==> src/rtl/uart_cmd_parser.sv <==
// Byte-stream command parser: recognises SYNC/opcode/addr/data_hi/data_lo/checksum
// frames from a UART receiver and presents checked commands over a valid/ready handshake.
`timescale 1ns/1ps

module uart_cmd_parser #(
  parameter int          TIMEOUT_CYCLES = 2700,  // must be >= 2
  parameter logic [7:0]  SYNC_BYTE      = 8'hA5
) (
  input  logic        CLK,
  input  logic        RST_N,
  input  logic [7:0]  DATA,
  input  logic        RXD_READY,
  input  logic        CMD_READY,
  output logic        CMD_VALID,
  output logic        CMD_WRITE,
  output logic [7:0]  CMD_ADDR,
  output logic [15:0] CMD_DATA,
  output logic        ERR_CHECKSUM,
  output logic        ERR_FRAME,
  output logic        ERR_TIMEOUT,
  output logic        ERR_OVERRUN,
  output logic        BUSY
);

  localparam logic [7:0] OPC_WRITE = 8'h57;
  localparam logic [7:0] OPC_READ  = 8'h52;
  localparam int         CW        = (TIMEOUT_CYCLES > 2) ? $clog2(TIMEOUT_CYCLES) : 1;
  // The timeout fires on the edge at which the idle count would reach TIMEOUT_CYCLES-1,
  // so the error pulse lands TIMEOUT_CYCLES-1 cycles after the last strobe.
  localparam logic [CW-1:0] LAST_IDLE = CW'(TIMEOUT_CYCLES - 2);

  typedef enum logic [2:0] {
    IDLE, OPC, ADDR, DHI, DLO, CSUM, OUT
  } state_t;

  state_t          state, next_state;
  logic [CW-1:0]   count;
  logic            wr_q;
  logic [7:0]      addr_q, dhi_q, dlo_q, csum_q;
  logic            in_frame, timed_out, load_cmd;
  logic            err_checksum_d, err_frame_d, err_timeout_d, err_overrun_d;

  assign in_frame  = (state inside {OPC, ADDR, DHI, DLO, CSUM});
  assign timed_out = in_frame && !RXD_READY && (count == LAST_IDLE);
  assign CMD_VALID = (state == OUT);
  assign BUSY      = (state != IDLE);

  // NOTE: sequential state uses non-blocking (<=) so every register samples pre-edge values.
  always_ff @(posedge CLK or negedge RST_N) begin
    if (!RST_N) state <= IDLE;
    else        state <= next_state;
  end

  // NOTE: every output of this block gets a default first, so no path can infer a latch.
  always_comb begin
    next_state     = state;
    load_cmd       = 1'b0;
    err_checksum_d = 1'b0;
    err_frame_d    = 1'b0;
    err_timeout_d  = 1'b0;
    err_overrun_d  = 1'b0;
    case (state)
      IDLE: if (RXD_READY && DATA == SYNC_BYTE) next_state = OPC;
      OPC: if (RXD_READY) begin
        if (DATA == OPC_WRITE || DATA == OPC_READ) next_state = ADDR;
        else begin
          next_state  = IDLE;
          err_frame_d = 1'b1;
        end
      end
      ADDR: if (RXD_READY) next_state = DHI;
      DHI:  if (RXD_READY) next_state = DLO;
      DLO:  if (RXD_READY) next_state = CSUM;
      CSUM: if (RXD_READY) begin
        if (DATA == csum_q) begin
          next_state = OUT;
          load_cmd   = 1'b1;
        end else begin
          next_state     = IDLE;
          err_checksum_d = 1'b1;
        end
      end
      OUT: begin
        // Bytes during a pending command are dropped, including in the handshake cycle.
        err_overrun_d = RXD_READY;
        if (CMD_READY) next_state = IDLE;
      end
      default: next_state = IDLE;
    endcase
    if (timed_out) begin
      next_state    = IDLE;
      err_timeout_d = 1'b1;
    end
  end

  always_ff @(posedge CLK or negedge RST_N) begin
    if (!RST_N) begin
      count        <= '0;
      wr_q         <= 1'b0;
      addr_q       <= '0;
      dhi_q        <= '0;
      dlo_q        <= '0;
      csum_q       <= '0;
      CMD_WRITE    <= 1'b0;
      CMD_ADDR     <= '0;
      CMD_DATA     <= '0;
      ERR_CHECKSUM <= 1'b0;
      ERR_FRAME    <= 1'b0;
      ERR_TIMEOUT  <= 1'b0;
      ERR_OVERRUN  <= 1'b0;
    end else begin
      ERR_CHECKSUM <= err_checksum_d;
      ERR_FRAME    <= err_frame_d;
      ERR_TIMEOUT  <= err_timeout_d;
      ERR_OVERRUN  <= err_overrun_d;

      if (in_frame && !RXD_READY && !timed_out) count <= count + 1'b1;
      else                                      count <= '0;

      if (RXD_READY) begin
        case (state)
          OPC: begin
            wr_q   <= (DATA == OPC_WRITE);
            csum_q <= DATA;
          end
          ADDR: begin
            addr_q <= DATA;
            csum_q <= csum_q ^ DATA;
          end
          DHI: begin
            dhi_q  <= DATA;
            csum_q <= csum_q ^ DATA;
          end
          DLO: begin
            dlo_q  <= DATA;
            csum_q <= csum_q ^ DATA;
          end
          default: ;
        endcase
      end

      if (load_cmd) begin
        CMD_WRITE <= wr_q;
        CMD_ADDR  <= addr_q;
        CMD_DATA  <= {dhi_q, dlo_q};
      end
    end
  end

endmodule
==> config.mk <==
export PLATFORM = sky130hd
export DESIGN_NAME = uart_cmd_parser
export DESIGN_NICKNAME = d
export VERILOG_FILES = /design/src/rtl/uart_cmd_parser.sv
export SDC_FILE = /design/constraint.sdc
export NUM_CORES = 1
export LEC_CHECK = 0
export BUFFER_PORTS_ARGS = -buffer_cell sky130_fd_sc_hd__buf_2
export CELL_PAD_IN_SITES_DETAIL_PLACEMENT = 1
export CELL_PAD_IN_SITES_GLOBAL_PLACEMENT = 2
export CORE_AREA = 4 4 98 100
export CTS_CLUSTER_DIAMETER = 100
export DETAILED_ROUTE_END_ITERATION = 8
export DIE_AREA = 0 0 102 104
export PLACE_DENSITY = 0.86
export RECOVER_POWER = 25
export SYNTH_ARGS = -nofsm -noshare
export SYNTH_HDL_FRONTEND = slang
export SYNTH_SLANG_ARGS = --single-unit
==> constraint.sdc <==
create_clock -name CLK -period 4.05 [get_ports CLK]
set_input_delay 0.6075 -clock CLK [delete_from_list [all_inputs] [get_ports CLK]]
set_output_delay 0.6075 -clock CLK [all_outputs]
set_load 0.05 [all_outputs]
==> metrics.md, run 1 <==
| Metric | Value |
|---|---|
| Wire per inst | `19.6 µm` |
| Vias/cell | `5.67` |
| Overall routed net length | `8820 µm` |
| Port Buffers | `42` |
| Site Rows | `34` |
| Largest net degree at the start of global routing | `51` |
| CP Capture Type | `primary output` |
| Slew Limit Fails | `0` |
| Setup Buffers After CTS | `0` |
| Worst Max-Slew Pin Slew | `662 ps` |
| Area occupied by multi-input gates | `1520 µm²` |
| Post-synth EDFFs | `0` |
| Share of the synthesized area in the top cell type | `54.0%` |
| Placement Cell Area | `3840 µm²` |
| Slew headroom | `55.8%` |
| Fin crit period | `2460 ps` |
| R2R Setup Slk | `1750 ps` |
| Crit path kind | `reg -> out` |
| Post-synth cell types | `39` |
| CP Launch Type | `flip-flop` |
| Drt drc | `0` |
| I/O pins | `43` |
| Syn_nets | `313` |
| Bufs and invs on worst path | `3` |
| Initial antenna violation count | `0` |
| Nets | `350` |
| Layout cells sized above 1 | `33.7%` |
| Most instantiated cells after synthesis | `77 x dfrtp_1, 47 x mux2_2, 24 x o22ai_1` |
| Sequential share of the synthesized area | `54.0%` |
| Type of the tightest min-delay check | `in -> async` |
| Count leader, synth | `dfrtp_1` |
| Yosys warns | `0` |
| Mapped Avg Cell Area | `11.9 µm²` |
| Reg clk slew, reported paths | `80 ps` |
| #FFs+latches synth | `77` |
| Max-cap violations | `0` |
| Hold Violations, Final | `0` |
| Crit Path Max Fanout | `20` |
| Post-CTS Hold Fix Bufs | `0` |
| Post-CTS Resized | `0` |
| Setup WS pre-CTS | `1570 ps` |
| Syn-to-layout area delta | `13.7%` |
| Die Span Y | `104 µm` |
| Clock Latency Late Sink | `350 ps` |
| GPL Wtd Cong | `0.761` |
| Worst path required time | `3440 ps` |
| Sequential Area | `1930 µm²` |
| Fmax | `407 MHz` |
| Fill cell count | `972` |
| Unrepaired setup endpoints after global routing | `no` |
| CP max stage delay | `710 ps` |
| Slowest-stage cell, CP | `dfrtp_1` |
| Total CTS buffers | `9` |
| Mapped cell area | `3570 µm²` |
| Final instance area | `4060 µm²` |
| Initial Utilization | `41.1%` |
| Area leader, netlist | `dfrtp_1` |
| Worst-path cell chain | `inv_1, buf_4, nor2_1, buf_2` |
| Drt pass-1 iters | `4` |
| Die width | `102 µm` |
| Cells after synthesis | `299` |
| Design Power | `2.65 mW` |
| Worst Clk Skew | `12.4 ps` |
| Vias in the first global route | `2749` |
| CTS sink count | `77` |
| Final setup margin | `1590 ps` |
| Grt total ovfl | `0` |
| Starting DRT DRC Count | `107` |
| Clock Path Buffers | `2` |
| CTS tree | `yes` |
| Finish-stage setup viols | `0` |
| Peak supply drop | `0.297 mV` |
| Period utilization | `60.7%` |
| H-tree Lvls | `3` |
| Synth async-reset ratio | `100%` |
| Top Family by Delay on Critical Path | `flip-flops` |
| Pwr dens | `653 nW/µm²` |
| Number of diodes | `0` |
| Full die area | `10600 µm²` |
| DPL Wire Length | `5840 µm` |
| Setup TNS Final | `0 ps` |
| Status | `completed` |
| Core Util, Final | `46.8%` |
| Final ANT Viol Nets | `0` |
| Pleak | `1.89 nW` |
| First-pass GRT wire length | `14800 µm` |
| CTS root buffer | `clkbuf_8` |
| Core footprint | `8680 µm²` |
| Main area contributors after synthesis | `dfrtp_1 54%, mux2_2 15%, o22ai_1 4.2%, xnor2_1 2.5%, a21oi_1 2.4%` |
| Synth Flop Type | `dfrtp_1` |
| Total GRT Usage | `17.9%` |
| DR vias | `2548` |
| Critical Path AT | `1850 ps` |
## final timing paths
check,from,to,cells after the start
worst max-delay path,state[2]$_DFFE_PN0P_,CMD_VALID,4
worst min-delay path,RST_N,ERR_FRAME$_DFF_PN0_,1
worst max register to register,state[2]$_DFFE_PN0P_,dlo_q[7]$_DFFE_PN0P_,3
worst min register to register,dhi_q[7]$_DFFE_PN0P_,dhi_q[7]$_DFFE_PN0P_,2
max in group asynchronous,RST_N,wr_q$_DFFE_PN0P_,2
min in group CLK,dhi_q[7]$_DFFE_PN0P_,dhi_q[7]$_DFFE_PN0P_,2
## per-stage QoR
stage,cells,hold WS [ps]
floorplan,299,312
global placement,433,461
detailed placement,433,475
CTS,449,311
global route,449,339
finish,449,291
## cell type report
type	count	area share (%)
Inverter	6	0.555
Clock inverter	6	2.31
Multi-Input combinational cell	197	37.4
Clock buffer	10	3.14
Sequential cell	77	47.5
Tap cell	108	3.33
Timing Repair Buffer	45	5.80
## flip-flops by register name, indices dropped and copies added, names as in the netlist
| signal | cells |
|---|---|
| CMD_ADDR | 8 |
| CMD_DATA | 16 |
| CMD_WRITE | 1 |
| ERR_TIMEOUT | 1 |
| dhi_q | 8 |
| count | 12 |
| addr_q | 8 |
| dlo_q | 8 |
| csum_q | 8 |
| ERR_CHECKSUM | 1 |
| state | 3 |
| ERR_FRAME | 1 |
| ERR_OVERRUN | 1 |
| wr_q | 1 |
## cells by family (layout without fill, tap and decap cells)
family / after synthesis / in the layout / share of synthesized area (%)
buf+inv: 25 / 67 / 3.54
xor+xnor: 19 / 19 / 4.66
flops: 77 / 77 / 54.0
fa+ha+maj: 2 / 2 / 0.701
compound gates: 59 / 59 / 11.5
simple gates: 69 / 69 / 10.5
mux: 48 / 48 / 15.1
## layer usage
layer / GRT usage, % / up-vias / routed length, µm
li1: - / 1166 / -
met1: 22.8 / 1312 / 3770
met2: 29.8 / 55 / 4610
met3: 3.76 / 15 / 301
met4: 6.19 / 0 / 142
met5: 0 / - / 0
## cell usage in the layout, fill, tap and decap left out, drive strengths merged, types with 2 or more instances in the layout
cell / netlist / layout
dfrtp: 77 / 77
mux2: 48 / 48
buf: 12 / 45
o22ai: 24 / 24
nand2: 20 / 20
nor2: 20 / 20
a21oi: 17 / 17
xnor2: 10 / 10
clkbuf: 7 / 10
xor2: 9 / 9
a221o: 8 / 8
inv: 6 / 8
nand3: 7 / 7
nand4: 5 / 5
nor3: 5 / 5
and4: 3 / 3
and3: 2 / 2
o21ai: 2 / 2
ha: 2 / 2
bufinv: 0 / 2
or4b: 2 / 2
o41ai: 2 / 2
## power by group
| group | total (mW) | internal [mW] | leakage (nW) | switching (mW) |
|---|---|---|---|---|
| clock | 0.654 | 0.353 | 0.107 | 0.301 |
| sequential | 1.19 | 0.963 | 1.01 | 0.231 |
| combinational | 0.804 | 0.357 | 0.776 | 0.447 |
| total | 2.65 | 1.67 | 1.89 | 0.979 |
(Power assumes the default switching activity.)
==> inputs of run 2 (changes only) <==
--- a/config.mk
+++ b/config.mk
@@ -8,11 +8,11 @@
 export BUFFER_PORTS_ARGS = -buffer_cell sky130_fd_sc_hd__buf_2
 export CELL_PAD_IN_SITES_DETAIL_PLACEMENT = 1
 export CELL_PAD_IN_SITES_GLOBAL_PLACEMENT = 2
-export CORE_AREA = 4 4 98 100
+export CORE_AREA = 4 4 107 109
 export CTS_CLUSTER_DIAMETER = 100
 export DETAILED_ROUTE_END_ITERATION = 8
-export DIE_AREA = 0 0 102 104
-export PLACE_DENSITY = 0.86
+export DIE_AREA = 0 0 111 113
+export PLACE_DENSITY = 0.77
 export RECOVER_POWER = 25
 export SYNTH_ARGS = -nofsm -noshare
 export SYNTH_HDL_FRONTEND = slang
==> constraint.sdc (replaced) <==
create_clock -name CLK -period 2.1 [get_ports CLK]
set_input_delay 0.315 -clock CLK [delete_from_list [all_inputs] [get_ports CLK]]
set_output_delay 0.315 -clock CLK [all_outputs]
set_load 0.05 [all_outputs]
==> metrics.md, run 2 (synthesis results as in run 1) <==
| Metric | Value |
|---|---|
| Site Rows | `38 (+12%)` |
| Clock Latency Late Sink | `360 ps (about the same)` |
| Final ANT Viol Nets | `0 (unchanged)` |
| Worst Reg-to-Reg Cells | `5 (+2)` |
| Vias/cell | `5.09 (-10%)` |
| Drt pass-1 iters | `4 (unchanged)` |
| Internal power | `3.33 mW (+99%)` |
| Worst-path cell chain | `xnor2_1, nand4_1, nor4_4, buf_12, mux2_2` |
| DR vias | `2575 (+1.1%)` |
| RR Startpoint | `csum_q[7]$_DFFE_PN0P_` |
| Switching power | `1.92 mW (+96%)` |
| Slowest-stage cell, CP | `dfrtp_1` |
| I/O pins | `43 (unchanged)` |
| Number of diodes | `0 (unchanged)` |
| Worst Hold Endpoint | `dlo_q[5]$_DFFE_PN0P_` |
| Top flop regs | `CMD_DATA x16, count x12` |
| Setup WS pre-CTS | `42.3 ps (-1530 ps)` |
| Wire per inst | `17.9 µm (-8.9%)` |
| Crit Path Max Fanout | `25 (+25%)` |
| WHS Path Cells | `2` |
| Vias in the first global route | `2849 (+3.6%)` |
| Largest register FFs | `16 (unchanged)` |
| Overall routed net length | `9050 µm (+2.6%)` |
| Hold Violations, Final | `0 (unchanged)` |
| Port Buffers | `42 (unchanged)` |
| Total GRT Usage | `15.5% (-2.4 points)` |
| DPL Wire Length | `6410 µm (+9.8%)` |
| Largest net degree at the start of global routing | `50 (-2.0%)` |
| Peak supply drop | `0.480 mV (+62%)` |
| CP Capture Type | `flip-flop` |
| Final setup margin | `93.1 ps (-1500 ps)` |
| Combinational share of power | `35.8% (+5.5 points)` |
| Clock Path Buffers | `2 (unchanged)` |
| Dpl cells | `488 (+13%)` |
| H-tree Lvls | `3 (unchanged)` |
| Worst Max-Slew Pin Slew | `1280 ps (+616 ps)` |
| CP max stage delay | `450 ps (-260 ps)` |
| CTS root buffer | `clkbuf_8` |
| Syn-to-layout area delta | `20.9%` |
| Type of the tightest min-delay check | `in -> reg` |
| Worst r2r dst | `CMD_DATA[6]$_DFFE_PN0P_` |
| Finish-stage setup viols | `0 (unchanged)` |
| Sw Ratio | `36.6% (-0.31 points)` |
| Layout Cells excl Fill | `506 (+13%)` |
| CTS sink count | `77 (unchanged)` |
| Worst Clk Skew | `13.7 ps (+1.34 ps)` |
| Starting DRT DRC Count | `91 (-15%)` |
| Grt total ovfl | `0 (unchanged)` |
| Critical Path AT | `2250 ps (+400 ps)` |
| Fin crit period | `2010 ps` |
| Period utilization | `95.6%` |
| Seq pwr share | `41.5% (-3.5 points)` |
| Clock power frac | `22.7% (-1.9 points)` |
| CTS tree | `yes` |
| Drt drc | `0 (unchanged)` |
| Worst path required time | `2340 ps (-1100 ps)` |
| Crit path kind | `reg -> reg` |
| Status | `completed` |
| GPL Wtd Cong | `0.785 (+3.1%)` |
| Total CTS buffers | `9 (unchanged)` |
| Placement Cell Area | `4080 µm² (+6.2%)` |
| Max-cap violations | `0 (unchanged)` |
| Full die area | `12500 µm² (+18%)` |
| Min-delay src | `DATA[5]` |
| First-pass GRT wire length | `15300 µm (+3.8%)` |
| Die Span Y | `113 µm (+8.7%)` |
| Most common cell after layout, fill and taps aside | `dfrtp_1` |
| R2R Setup Slk | `90 ps (-1660 ps)` |
| Die width | `111 µm (+8.8%)` |
| CP Launch Type | `flip-flop` |
| Pwr dens | `1220 nW/µm² (+86%)` |
| Nets | `376 (+7.4%)` |
| Initial antenna violation count | `0 (unchanged)` |
| Pleak | `2.02 nW (+6.7%)` |
| Initial Utilization | `33.7% (-7.5 points)` |
| Reg clk slew, reported paths | `90 ps (about the same)` |
| Layout cells sized above 1 | `38.5% (+4.8 points)` |
| Core footprint | `10600 µm² (+22%)` |
| Biggest register | `CMD_DATA` |
| Final instance area | `4320 µm² (+6.4%)` |
| Slew headroom | `14.8% (-41 points)` |
| Slew Limit Fails | `0 (unchanged)` |
| Commonest non-fill, non-tap cells in the layout | `77 x dfrtp_1, 47 x mux2_2, 41 x buf_2` |
| Fmax | `498 MHz` |
## run 2: cell type report
class | count | area (µm²)
tap | 140 | 175
fill | 1162 | 6290
multi-input combinational | 197 | 1530
clock inverter | 4 | 55.1
inverter | 6 | 22.5
timing repair buffer | 71 | 455
clock buffer | 11 | 151
sequential | 77 | 1930
## run 2: stage by stage
step	utilization [%]	power [mW]	setup TNS (ps)	hold WS [ps]
after floorplan	-	3.43	0	19.4
after global placement	38.4	4.00	0	385
after detailed placement	38.4	4.08	0	384
after CTS	40.5	5.30	0	291
after global routing	40.7	5.61	-68.8	298
final	40.7	5.25	0	307
## run 2: power by group through the flow
| stage | combinational (mW) | clock [mW] | sequential, mW |
|---|---|---|---|
| final | 1.88 | 1.19 | 2.18 |
| after floorplan | 1.25 | 0 | 2.18 |
| after global placement | 1.81 | 0 | 2.19 |
| after detailed placement | 1.87 | 0 | 2.21 |
| after global routing | 2.07 | 1.31 | 2.23 |
| after CTS | 1.87 | 1.24 | 2.18 |
## run 2: layer usage
layer  vias to the layer above  share of wire, %  global-route usage [%]  wire length (µm)
met5                         -                 0                       0                 0
met4                         0               1.4                    5.17               127
met3                         9               4.1                    3.64               368
met2                        42                49                    25.9              4470
met1                      1306                45                    19.9              4090
li1                       1218                 -                       -                 -
## run 2: timing repair
item | 4_1_cts | 5_1_grt
endpoints found under the hold margin | 39 | 0
hold buffers | 1 | 0
setup endpoints to repair | 0 | 23
resized for setup | 0 | 2
setup buffers | 0 | 2
## run 2: worst max path at each step
| stage | startpoint | end | slack [ps] | depth (start not counted) |
|---|---|---|---|---|
| finish | csum_q[7]$_DFFE_PN0P_ | CMD_DATA[6]$_DFFE_PN0P_ | 90 | 5 |
| floorplan | DATA[1] | CMD_DATA[10]$_DFFE_PN0P_ | 190 | 6 |
| detailed placement | DATA[3] | state[1]$_DFFE_PN0P_ | 40 | 6 |
| global route | count[0]$_DFF_PN0_ | count[9]$_DFF_PN0_ | -10 | 8 |
| global placement | DATA[3] | state[1]$_DFFE_PN0P_ | 120 | 6 |
| CTS | count[1]$_DFF_PN0_ | state[1]$_DFFE_PN0P_ | 30 | 6 |
## run 2: worst max-delay path, delay by kind of cell (launching register included)
family | cells | cell delay (ps)
DFF | 1 | 450
xor gates and xnor gates | 1 | 270
muxes | 1 | 350
and+or+nand+nor | 2 | 580
buffers and inverters | 1 | 220
==> inputs of run 3 (changes only) <==
--- a/config.mk
+++ b/config.mk
@@ -6,13 +6,14 @@
 export NUM_CORES = 1
 export LEC_CHECK = 0
 export BUFFER_PORTS_ARGS = -buffer_cell sky130_fd_sc_hd__buf_2
+export CAP_MARGIN = 20
 export CELL_PAD_IN_SITES_DETAIL_PLACEMENT = 1
 export CELL_PAD_IN_SITES_GLOBAL_PLACEMENT = 2
 export CORE_AREA = 4 4 107 109
 export CTS_CLUSTER_DIAMETER = 100
 export DETAILED_ROUTE_END_ITERATION = 8
 export DIE_AREA = 0 0 111 113
-export PLACE_DENSITY = 0.77
+export PLACE_DENSITY_LB_ADDON = 0.2
 export RECOVER_POWER = 25
 export SYNTH_ARGS = -nofsm -noshare
 export SYNTH_HDL_FRONTEND = slang
==> metrics.md, run 3 (synthesis results as in run 1) <==
| Metric | Value |
|---|---|
| Status | `completed` |
| Period utilization | `94.0% (-1.5 points)` |
| Vias in the first global route | `2796 (-1.9%)` |
| Type of the tightest min-delay check | `in -> reg` |
| Fin crit period | `1970 ps (-32.4 ps)` |
| Crit Path Max Fanout | `4 (-84%)` |
| Slew headroom | `29.5% (+15 points)` |
| CP max stage delay | `570 ps (+120 ps)` |
| Pwr dens | `1180 nW/µm² (-3.1%)` |
| Site Rows | `38 (unchanged)` |
| Unrepaired setup endpoints after global routing | `no` |
| CP startpoint | `count[0]$_DFF_PN0_` |
| R2R Setup Slk | `130 ps (+30 ps)` |
| Slowest-stage cell, CP | `or4b_1` |
| Vias/cell | `5.10 (+0.15%)` |
| I/O pins | `43 (unchanged)` |
| Largest register FFs | `16 (unchanged)` |
| Full die area | `12500 µm² (unchanged)` |
| Critical Path AT | `2180 ps (-70 ps)` |
| Worst r2r dst | `state[1]$_DFFE_PN0P_` |
| Most common cell after layout, fill and taps aside | `dfrtp_1` |
| CP Capture Type | `flip-flop` |
| Worst Clk Skew | `9.45 ps (-4.27 ps)` |
| Port Buffers | `42 (unchanged)` |
| Setup Buffers After CTS | `0 (unchanged)` |
| Top Family by Delay on Critical Path | `simple AND/OR/NAND/NOR gates` |
| Clock Path Buffers | `2 (unchanged)` |
| CTS sink count | `77 (unchanged)` |
| Pleak | `1.99 nW (-1.3%)` |
| Critical Path Sink | `state[1]$_DFFE_PN0P_` |
| Grt total ovfl | `0 (unchanged)` |
| Min-delay src | `RXD_READY` |
| Top flop regs | `CMD_DATA x16, count x12` |
| CTS root buffer | `clkbuf_8` |
| Clock Latency Late Sink | `350 ps (about the same)` |
| Number of diodes | `0 (unchanged)` |
| Syn-to-layout area delta | `19.1%` |
| Biggest register | `CMD_DATA` |
| RR Startpoint | `count[0]$_DFF_PN0_` |
| CP Launch Type | `flip-flop` |
| WP depth | `7 (+2)` |
| Design Power | `5.01 mW (-4.5%)` |
| Max-cap violations | `0 (unchanged)` |
| Worst Max-Slew Pin Slew | `1060 ps (-220 ps)` |
| Fmax | `506 MHz (+1.6%)` |
| DR vias | `2584 (+0.35%)` |
| Fill cell count | `1183 (+1.8%)` |
| Slew Limit Fails | `0 (unchanged)` |
| Bufs and invs on worst path | `1 (unchanged)` |
| Drt pass-1 iters | `4 (unchanged)` |
| Dpl cells | `491 (+0.61%)` |
| Commonest non-fill, non-tap cells in the layout | `76 x dfrtp_1, 47 x mux2_2, 41 x buf_2` |
| Initial Utilization | `33.7% (unchanged)` |
| CTS tree | `yes` |
| Final setup margin | `126 ps (+32.4 ps)` |
| Core footprint | `10600 µm² (unchanged)` |
| Setup TNS Final | `0 ps (unchanged)` |
| Setup WS pre-CTS | `102 ps (+59.5 ps)` |
| Die Span Y | `113 µm (unchanged)` |
| Wire per inst | `18.6 µm (+3.9%)` |
| Layout cells sized above 1 | `38.1% (-0.38 points)` |
| Largest net degree at the start of global routing | `41 (-18%)` |
| Drt drc | `0 (unchanged)` |
| Crit path kind | `reg -> reg` |
| Worst path required time | `2310 ps (-30 ps)` |
| First-pass GRT wire length | `15500 µm (+1.4%)` |
| Hold Violations, Final | `0 (unchanged)` |
| Total GRT Usage | `15.8% (+0.36 points)` |
| Final ANT Viol Nets | `0 (unchanged)` |
| Initial antenna violation count | `0 (unchanged)` |
| H-tree Lvls | `3 (unchanged)` |
| Die width | `111 µm (unchanged)` |
| Overall routed net length | `9420 µm (+4.1%)` |
| Starting DRT DRC Count | `116 (+27%)` |
| Finish-stage setup viols | `0 (unchanged)` |
| GPL Wtd Cong | `0.806 (+2.7%)` |
| Nets | `377 (+0.27%)` |
| Total CTS buffers | `9 (unchanged)` |
| Worst Reg-to-Reg Cells | `7 (+2)` |
| Core Util, Final | `40.1% (-0.61 points)` |
| Worst-path cell chain | `inv_1, ha_1, nor4bb_1, nand4_1, or4b_1, nor3_4, a221oi_1` |
| Peak supply drop | `0.386 mV (-20%)` |
| Reg clk slew, reported paths | `80 ps (about the same)` |
| Layout Cells excl Fill | `507 (+0.20%)` |
| DPL Wire Length | `6700 µm (+4.6%)` |
## run 3: cell types whose count changed in the layout (fill, tap and decap cells not counted), sizes merged
cell	previous run	this run
clkinv	0	4
buf	69	68
bufinv	1	0
inv	8	7
## run 3: cell type report
class | instances | area, µm² | share of cell area (%)
well taps | 140 | 175 | 4.12
repair buffers | 72 | 438 | 10.3
flip-flops and latches | 77 | 1930 | 45.4
clock inverters | 6 | 40.0 | 0.942
multi-input cells | 197 | 1520 | 35.8
inverters | 6 | 22.5 | 0.530
clock buffers | 9 | 124 | 2.91
## run 3: report_power, final
group / switching, mW / internal, mW / leakage, nW
Combinational: 1.02 / 0.823 / 0.900
Clock: 0.561 / 0.422 / 0.0852
Sequential: 0.323 / 1.86 / 1.01
## run 3: routing by layer
| layer | wire [µm] | global-route usage [%] | part of all wire (%) | vias to the layer above |
|---|---|---|---|---|
| li1 | - | - | - | 1224 |
| met1 | 4480 | 21.1 | 48 | 1321 |
| met2 | 4570 | 26.0 | 48 | 29 |
| met3 | 255 | 3.48 | 2.7 | 10 |
| met4 | 119 | 4.93 | 1.3 | 0 |
| met5 | 0 | 0 | 0 | - |
## run 3: worst min-delay path by stage
stage,end,slack (ps),depth (start not counted)
final,ERR_OVERRUN$_DFF_PN0_,250,2
after global routing,ERR_OVERRUN$_DFF_PN0_,240,2
after CTS,ERR_OVERRUN$_DFF_PN0_,230,2
after detailed placement,count[4]$_DFF_PN0_,340,1
after global placement,count[4]$_DFF_PN0_,340,1
after floorplan,CMD_ADDR[0]$_DFFE_PN0P_,20,0
## run 3: worst reg2reg max path: cells and delay by family (launching register included)
family | cells | cell delay [ps]
AO/OA/AOI/OAI | 1 | 100
flip-flops | 1 | 380
adder cells (fa/ha/maj) | 1 | 130
buffers and inverters | 1 | 60
AND/OR/NAND/NOR | 4 | 1180
## run 3: timing repair
item | CTS | global route
endpoints found under the hold margin | 36 | 0
hold buffers | 1 | 0
resized for setup | 0 | 4
setup endpoints to repair | 0 | 5
## run 3: stage by stage
step | instance area (µm²) | hold slack, ps
3_5_place_dp | 4070 | 339
6_report | 4250 | 246
2_1_floorplan | 3570 | 19.4
3_3_place_gp | 4070 | 338
4_1_cts | 4250 | 233
5_1_grt | 4250 | 245
